--- config.mk ---
export PLATFORM = sky130hd
export DESIGN_NAME = activation_stage
export DESIGN_NICKNAME = d
export VERILOG_FILES = /design/src/rtl/activation_stage.sv
export SDC_FILE = /design/constraint.sdc
export NUM_CORES = 1
export LEC_CHECK = 0
export ABC_CLOCK_PERIOD_IN_PS = 2530
export CORE_MARGIN = 1
export CORE_UTILIZATION = 24
export DETAILED_ROUTE_END_ITERATION = 16
export PLACE_DENSITY = 0.5
export SETUP_SLACK_MARGIN = 0.15
export SYNTH_ARGS = -nofsm -noshare
export SYNTH_HDL_FRONTEND = slang
export SYNTH_SLANG_ARGS = --single-unit
--- constraint.sdc ---
create_clock -name clk -period 2.53 [get_ports clk]
set_input_delay 0.506 -clock clk [delete_from_list [all_inputs] [get_ports clk]]
set_output_delay 0.506 -clock clk [all_outputs]
set_load 0.005 [all_outputs]
--- src/rtl/activation_stage.sv ---
// rtl/activation_stage.sv - streaming element-wise activation (identity/ReLU/leaky ReLU/hard sigmoid)
// Two-stage stalled pipeline with frame FSM, last-element tagging and per-frame done pulse.
module activation_stage #(
  parameter int DATA_WIDTH = 16,
  parameter int FRAC_BITS  = 8,
  parameter int VECTOR_LEN = 128
) (
  input  logic                  clk,
  input  logic                  reset,
  input  logic                  enable,
  input  logic [1:0]            act_sel,
  input  logic                  in_valid,
  output logic                  in_ready,
  input  logic [DATA_WIDTH-1:0] in_data,
  output logic                  out_valid,
  input  logic                  out_ready,
  output logic [DATA_WIDTH-1:0] out_data,
  output logic                  out_last,
  output logic                  busy,
  output logic                  done
);
  localparam int CW = (VECTOR_LEN > 1) ? $clog2(VECTOR_LEN) : 1;
  localparam int EW = DATA_WIDTH + 2;
  localparam logic [CW-1:0] LAST_IDX = CW'(VECTOR_LEN - 1);
  localparam logic signed [EW-1:0] HALF    = EW'(1 << (FRAC_BITS - 1));
  localparam logic signed [EW-1:0] ONE     = EW'(1 << FRAC_BITS);
  localparam logic signed [EW-1:0] SAT_MAX = EW'((1 << (DATA_WIDTH - 1)) - 1);
  localparam logic signed [EW-1:0] SAT_MIN = ~SAT_MAX;

  typedef enum logic [1:0] {IDLE, RUN, DRAIN, DONE} state_t;

  state_t                state_q, state_d;
  logic [CW-1:0]         in_cnt_q, in_cnt_d;
  logic [1:0]            sel_q, sel_d;
  logic                  s1_valid_q, s1_valid_d;
  logic [DATA_WIDTH-1:0] s1_data_q, s1_data_d;
  logic                  s1_last_q, s1_last_d;
  logic                  out_valid_q, out_valid_d;
  logic [DATA_WIDTH-1:0] out_data_q, out_data_d;
  logic                  out_last_q, out_last_d;
  logic                  busy_q, busy_d;
  logic                  done_q, done_d;

  logic                  adv, in_hs, out_hs, in_is_last;
  logic signed [EW-1:0]  x_e, y_e, y_sat;
  logic [DATA_WIDTH-1:0] act_y;

  always_comb begin
    adv        = !out_valid_q || out_ready;
    in_ready   = !reset && enable && adv && (state_q == IDLE || state_q == RUN);
    in_hs      = in_valid && in_ready;
    out_hs     = out_valid_q && out_ready;
    in_is_last = (in_cnt_q == LAST_IDX);
  end

  // Activation uses the frame-latched select, so act_sel changes mid-frame have no effect.
  always_comb begin
    x_e = {{2{s1_data_q[DATA_WIDTH-1]}}, s1_data_q};
    y_e = x_e;
    case (sel_q)
      2'b01: y_e = x_e[EW-1] ? '0 : x_e;
      2'b10: y_e = x_e[EW-1] ? (x_e >>> 3) : x_e;
      2'b11: begin
        y_e = (x_e >>> 2) + HALF;
        if (y_e[EW-1]) y_e = '0;
        else if (y_e > ONE) y_e = ONE;
      end
      default: y_e = x_e;
    endcase
    if (y_e > SAT_MAX) y_sat = SAT_MAX;
    else if (y_e < SAT_MIN) y_sat = SAT_MIN;
    else y_sat = y_e;
    act_y = y_sat[DATA_WIDTH-1:0];
  end

  always_comb begin
    state_d     = state_q;
    in_cnt_d    = in_cnt_q;
    sel_d       = sel_q;
    s1_valid_d  = s1_valid_q;
    s1_data_d   = s1_data_q;
    s1_last_d   = s1_last_q;
    out_valid_d = out_valid_q;
    out_data_d  = out_data_q;
    out_last_d  = out_last_q;

    if (adv) begin
      s1_valid_d  = in_hs;
      s1_data_d   = in_data;
      s1_last_d   = in_is_last;
      out_valid_d = s1_valid_q;
      out_data_d  = s1_valid_q ? act_y : out_data_q;
      out_last_d  = s1_valid_q && s1_last_q;
    end

    if (in_hs && !in_is_last) in_cnt_d = in_cnt_q + 1'b1;

    case (state_q)
      IDLE: if (in_hs) begin
        sel_d   = act_sel;
        state_d = in_is_last ? DRAIN : RUN;
      end
      RUN:   if (in_hs && in_is_last) state_d = DRAIN;
      DRAIN: if (out_hs && out_last_q) begin
        state_d  = DONE;
        in_cnt_d = '0;
      end
      DONE:    state_d = IDLE;
      default: state_d = IDLE;
    endcase

    busy_d = (state_d != IDLE);
    done_d = (state_d == DONE);
  end

  always_ff @(posedge clk or posedge reset) begin
    if (reset) begin
      state_q     <= IDLE;
      in_cnt_q    <= '0;
      sel_q       <= 2'b00;
      s1_valid_q  <= 1'b0;
      s1_data_q   <= '0;
      s1_last_q   <= 1'b0;
      out_valid_q <= 1'b0;
      out_data_q  <= '0;
      out_last_q  <= 1'b0;
      busy_q      <= 1'b0;
      done_q      <= 1'b0;
    end else begin
      state_q     <= state_d;
      in_cnt_q    <= in_cnt_d;
      sel_q       <= sel_d;
      s1_valid_q  <= s1_valid_d;
      s1_data_q   <= s1_data_d;
      s1_last_q   <= s1_last_d;
      out_valid_q <= out_valid_d;
      out_data_q  <= out_data_d;
      out_last_q  <= out_last_d;
      busy_q      <= busy_d;
      done_q      <= done_d;
    end
  end

  assign out_valid = out_valid_q;
  assign out_data  = out_data_q;
  assign out_last  = out_last_q;
  assign busy      = busy_q;
  assign done      = done_q;
endmodule
==> impl_results.md <==
- Status: complete, no violations
- Net Sw Frac: 23.59%
- Slowest CP cell: clkdlybuf4s50_1
- Combinational share of power: 8.8%
- Post-Syn Instances: 258
- Final ANT Viol Nets: 0
- Fillcell total: 1013
- Total GRT Usage: 11.77%
- Slew @ Worst Pin: 0.7072 ns
- Clk_lat worst skew: 0.30 ns
- WL final: 5436 µm
- Crit Reg-Reg Startpoint: out_valid$_DFFE_PP0N_
- Levels on crit path: 4
- Post-DP HPWL: 3926 µm
- Unique masters post-synth: 36
- Worst hold path class: flip-flop to flip-flop
- Ant diodes: 0
- Syn Area/Cell: 9.122 µm²
- Final non-filler cell total: 430
- Die Width: 101.0 µm
- Initial Utilization: 25.11%
- CTS resizes: 0
- Area grow syn2layout: 28.44%
- Max-slew violation count: 0
- #FFs+latches synth: 49
- Crit path cell chain: clkdlybuf4s50_1 > nor2b_4 > nor3_1 > clkdlybuf4s50_1
- Pint: 1.128 mW
- Worst hold path endpoint: out_data[9]$_DFFE_PP0P_
- Rows: 35
- Vias in the first global route: 1890
- Root Buffer Master: clkbuf_8
- Slew margin rel.: 52.68%
- Critical Path RT: 2.02 ns
- Reg2reg end: sel_q[0]$_DFFE_PP0P_
- Largest net degree at the start of global routing: 50
- Max Root-Sink Buffers: 2
- Slowest stage delay, CP: 0.54 ns
- Maximum vdd drop: 165.9 µV
- CTS tree: yes
- DRC: 0
- Die Area: 10210 µm²
- Critical path launch point type: input port
- Min-delay src: out_data[9]$_DFFE_PP0P_
- Pwr Density: 488.2 nW/µm²
- Via count: 1914
- DR WL/cell: 12.64 µm
- Crit Path Class: input port to output port
- Setup violators final: 0
- CP Data Arrival Time: 1.81 ns
- Die Y: 101.0 µm
- Worst R2R Setup Slack: 0.70 ns
- Syn_nets: 283
- Remaining Overflow, GRT: 0
- DR pass1 iterations: 4
- RSZ-0062 raised after global routing: no
- CP Max Fanout: 4
- Crit path max-delay family: buffers and inverters
- Via density: 4.451
- Post-route minimum period: 2.318 ns
- Cells after DPL: 422
- Fin Setup TNS: 0 ns
- Final Hold Fails: 0
- R2R cell count: 4
- Max-Cap Viols: 0
- CORE AREA: 9371 µm²
- Most frequent cells in the layout: nand2_1 (74), dfrtp_1 (49), clkdlybuf4s50_1 (43), o21ai_0 (24), nor2_1 (19)
- Clk_skew: 0.006610 ns
- I/O Buffers: 43
- Clk sinks: 49
- Sequential share of power: 56.8%
- CTS H-tree depth: 2
- Layout cells sized above 1: 7.309%
- Cell repeated most along the worst path: clkdlybuf4s50_1
- Initial antenna violation count: 0
- Most common cell after layout, fill and taps aside: nand2_1
- Worst setup EP type: output port
- First-pass GRT wire length: 9349 µm
- RePlAce Congestion: 0.7762
- Yosys Warn Count: 0
- Fin crit share: 91.63%
- NumNets Final: 325
- CP Buf/Inv Count: 2
- CTS buffer count: 5
- Clock-pin slew on the worst setup and hold paths: 0.09 ns
- P_sw: 348.1 µW
- Syn Std Cell Area: 2354 µm²
- Leak: 1.364 nW
- Hold buffer count at CTS: 0
- Peak Freq: 431.4 MHz
- WHS Path Cells: 2
- Ports: 44
- Clock share of power: 34.4%
- Postcts setup bufs: 0
- Iter 0 DRT Violations: 80
- Sequential-to-total area share from yosys stat: 52.10%
## worst min-delay path: stages (launching register included)
cell and delay, ns:
dfrtp_1 0.35, nand2_1 0.05, o21ai_1 0.06
## Yosys cell counts
cell,count,area [µm²]
a221oi_1,1,8.760
dfrtp_1,49,1226
nor4b_1,2,17.52
o21ai_0,24,120.1
a21oi_1,14,70.07
o21a_1,1,7.510
a211o_1,1,8.760
nor4_2,1,12.51
clkbuf_1,6,22.52
xnor2_1,3,26.28
a22o_1,9,78.83
nand2_1,74,277.8
buf_1,2,7.510
nor3_1,5,25.02
a211oi_1,1,7.510
ha_1,2,25.02
nor2_1,19,71.32
a31oi_1,1,6.260
o21ai_1,2,10.01
nand2b_1,5,31.28
nor4b_2,1,15.01
nand4_1,1,6.260
nand3_1,5,25.02
buf_2,4,20.02
mux2i_1,9,90.09
mux2_2,3,33.78
a21boi_0,1,7.510
buf_6,1,11.26
a22oi_1,2,15.01
nor4_1,2,12.51
nor2b_4,1,13.76
o31ai_1,1,7.510
or4b_4,1,13.76
inv_1,2,7.510
o211ai_1,1,7.510
or2_2,1,6.260
## state kept, by name (all words and copies together), names as in the netlist, 2 cells and up
register	flops
out_data	16
s1_data_q	16
state_q	2
sel_q	2
in_cnt_q	7
## per-stage QoR
stage	utilization (%)	power (mW)	area [µm²]	hold WS [ns]	worst slack, ns
2_1_floorplan	-	0.9108	2354	0.4396	0.6657
3_3_place_gp	31.17	0.9838	2922	0.4567	0.1920
3_5_place_dp	31.17	0.9865	2922	0.4627	0.1395
4_1_cts	32.26	1.504	3023	0.4828	0.2030
5_1_grt	32.26	1.547	3023	0.5078	0.1623
6_report	32.26	1.476	3023	0.4868	0.2118
## power groups by stage
stage	clock network [mW]	registers [mW]	logic, mW
after floorplan	0	0.841	0.0699
after global placement	0	0.853	0.131
after detailed placement	0	0.854	0.133
after CTS	0.533	0.838	0.133
after global routing	0.555	0.843	0.149
final	0.508	0.838	0.130
## layout make-up
type | count | area, µm² | area share (%)
clock buffer | 7 | 96.34 | 3.187
clock inverter | 1 | 5.005 | 0.1656
inverter | 2 | 7.507 | 0.2483
multi-input combinational | 194 | 1059 | 35.02
sequential | 49 | 1226 | 40.56
tap | 129 | 161.4 | 5.339
timing repair buffer | 48 | 467.9 | 15.48
## worst max-delay path by stage
| stage | from | end | slack (ns) |
|---|---|---|---|
| after detailed placement | out_ready | sel_q[0]$_DFFE_PP0P_ | 0.14 |
| after global placement | out_ready | in_cnt_q[5]$_DFF_PP0_ | 0.19 |
| after global routing | out_ready | in_ready | 0.16 |
| final | out_ready | in_ready | 0.21 |
| after floorplan | reset | sel_q[0]$_DFFE_PP0P_ | 0.67 |
| after CTS | out_ready | in_ready | 0.20 |
## logic make-up after synthesis
family | Yosys count | share of synthesized area [%]
AOI/OAI and AO/OA | 59 | 15.10
xor gates and xnor gates | 3 | 1.117
adders and majority gates | 2 | 1.063
buffers and inverters | 15 | 2.924
DFF | 49 | 52.10
muxes | 12 | 5.263
and+or+nand+nor | 118 | 22.43
## per-layer routing
metal	part of all wire [%]	vias to the layer above	global-route usage, %
met5	0	-	0
met4	1.5	0	3.902
met3	5.3	10	3.329
met2	43	46	18.02
met1	50	889	15.94
li1	-	969	-
Power figures use the tool's default switching activity.
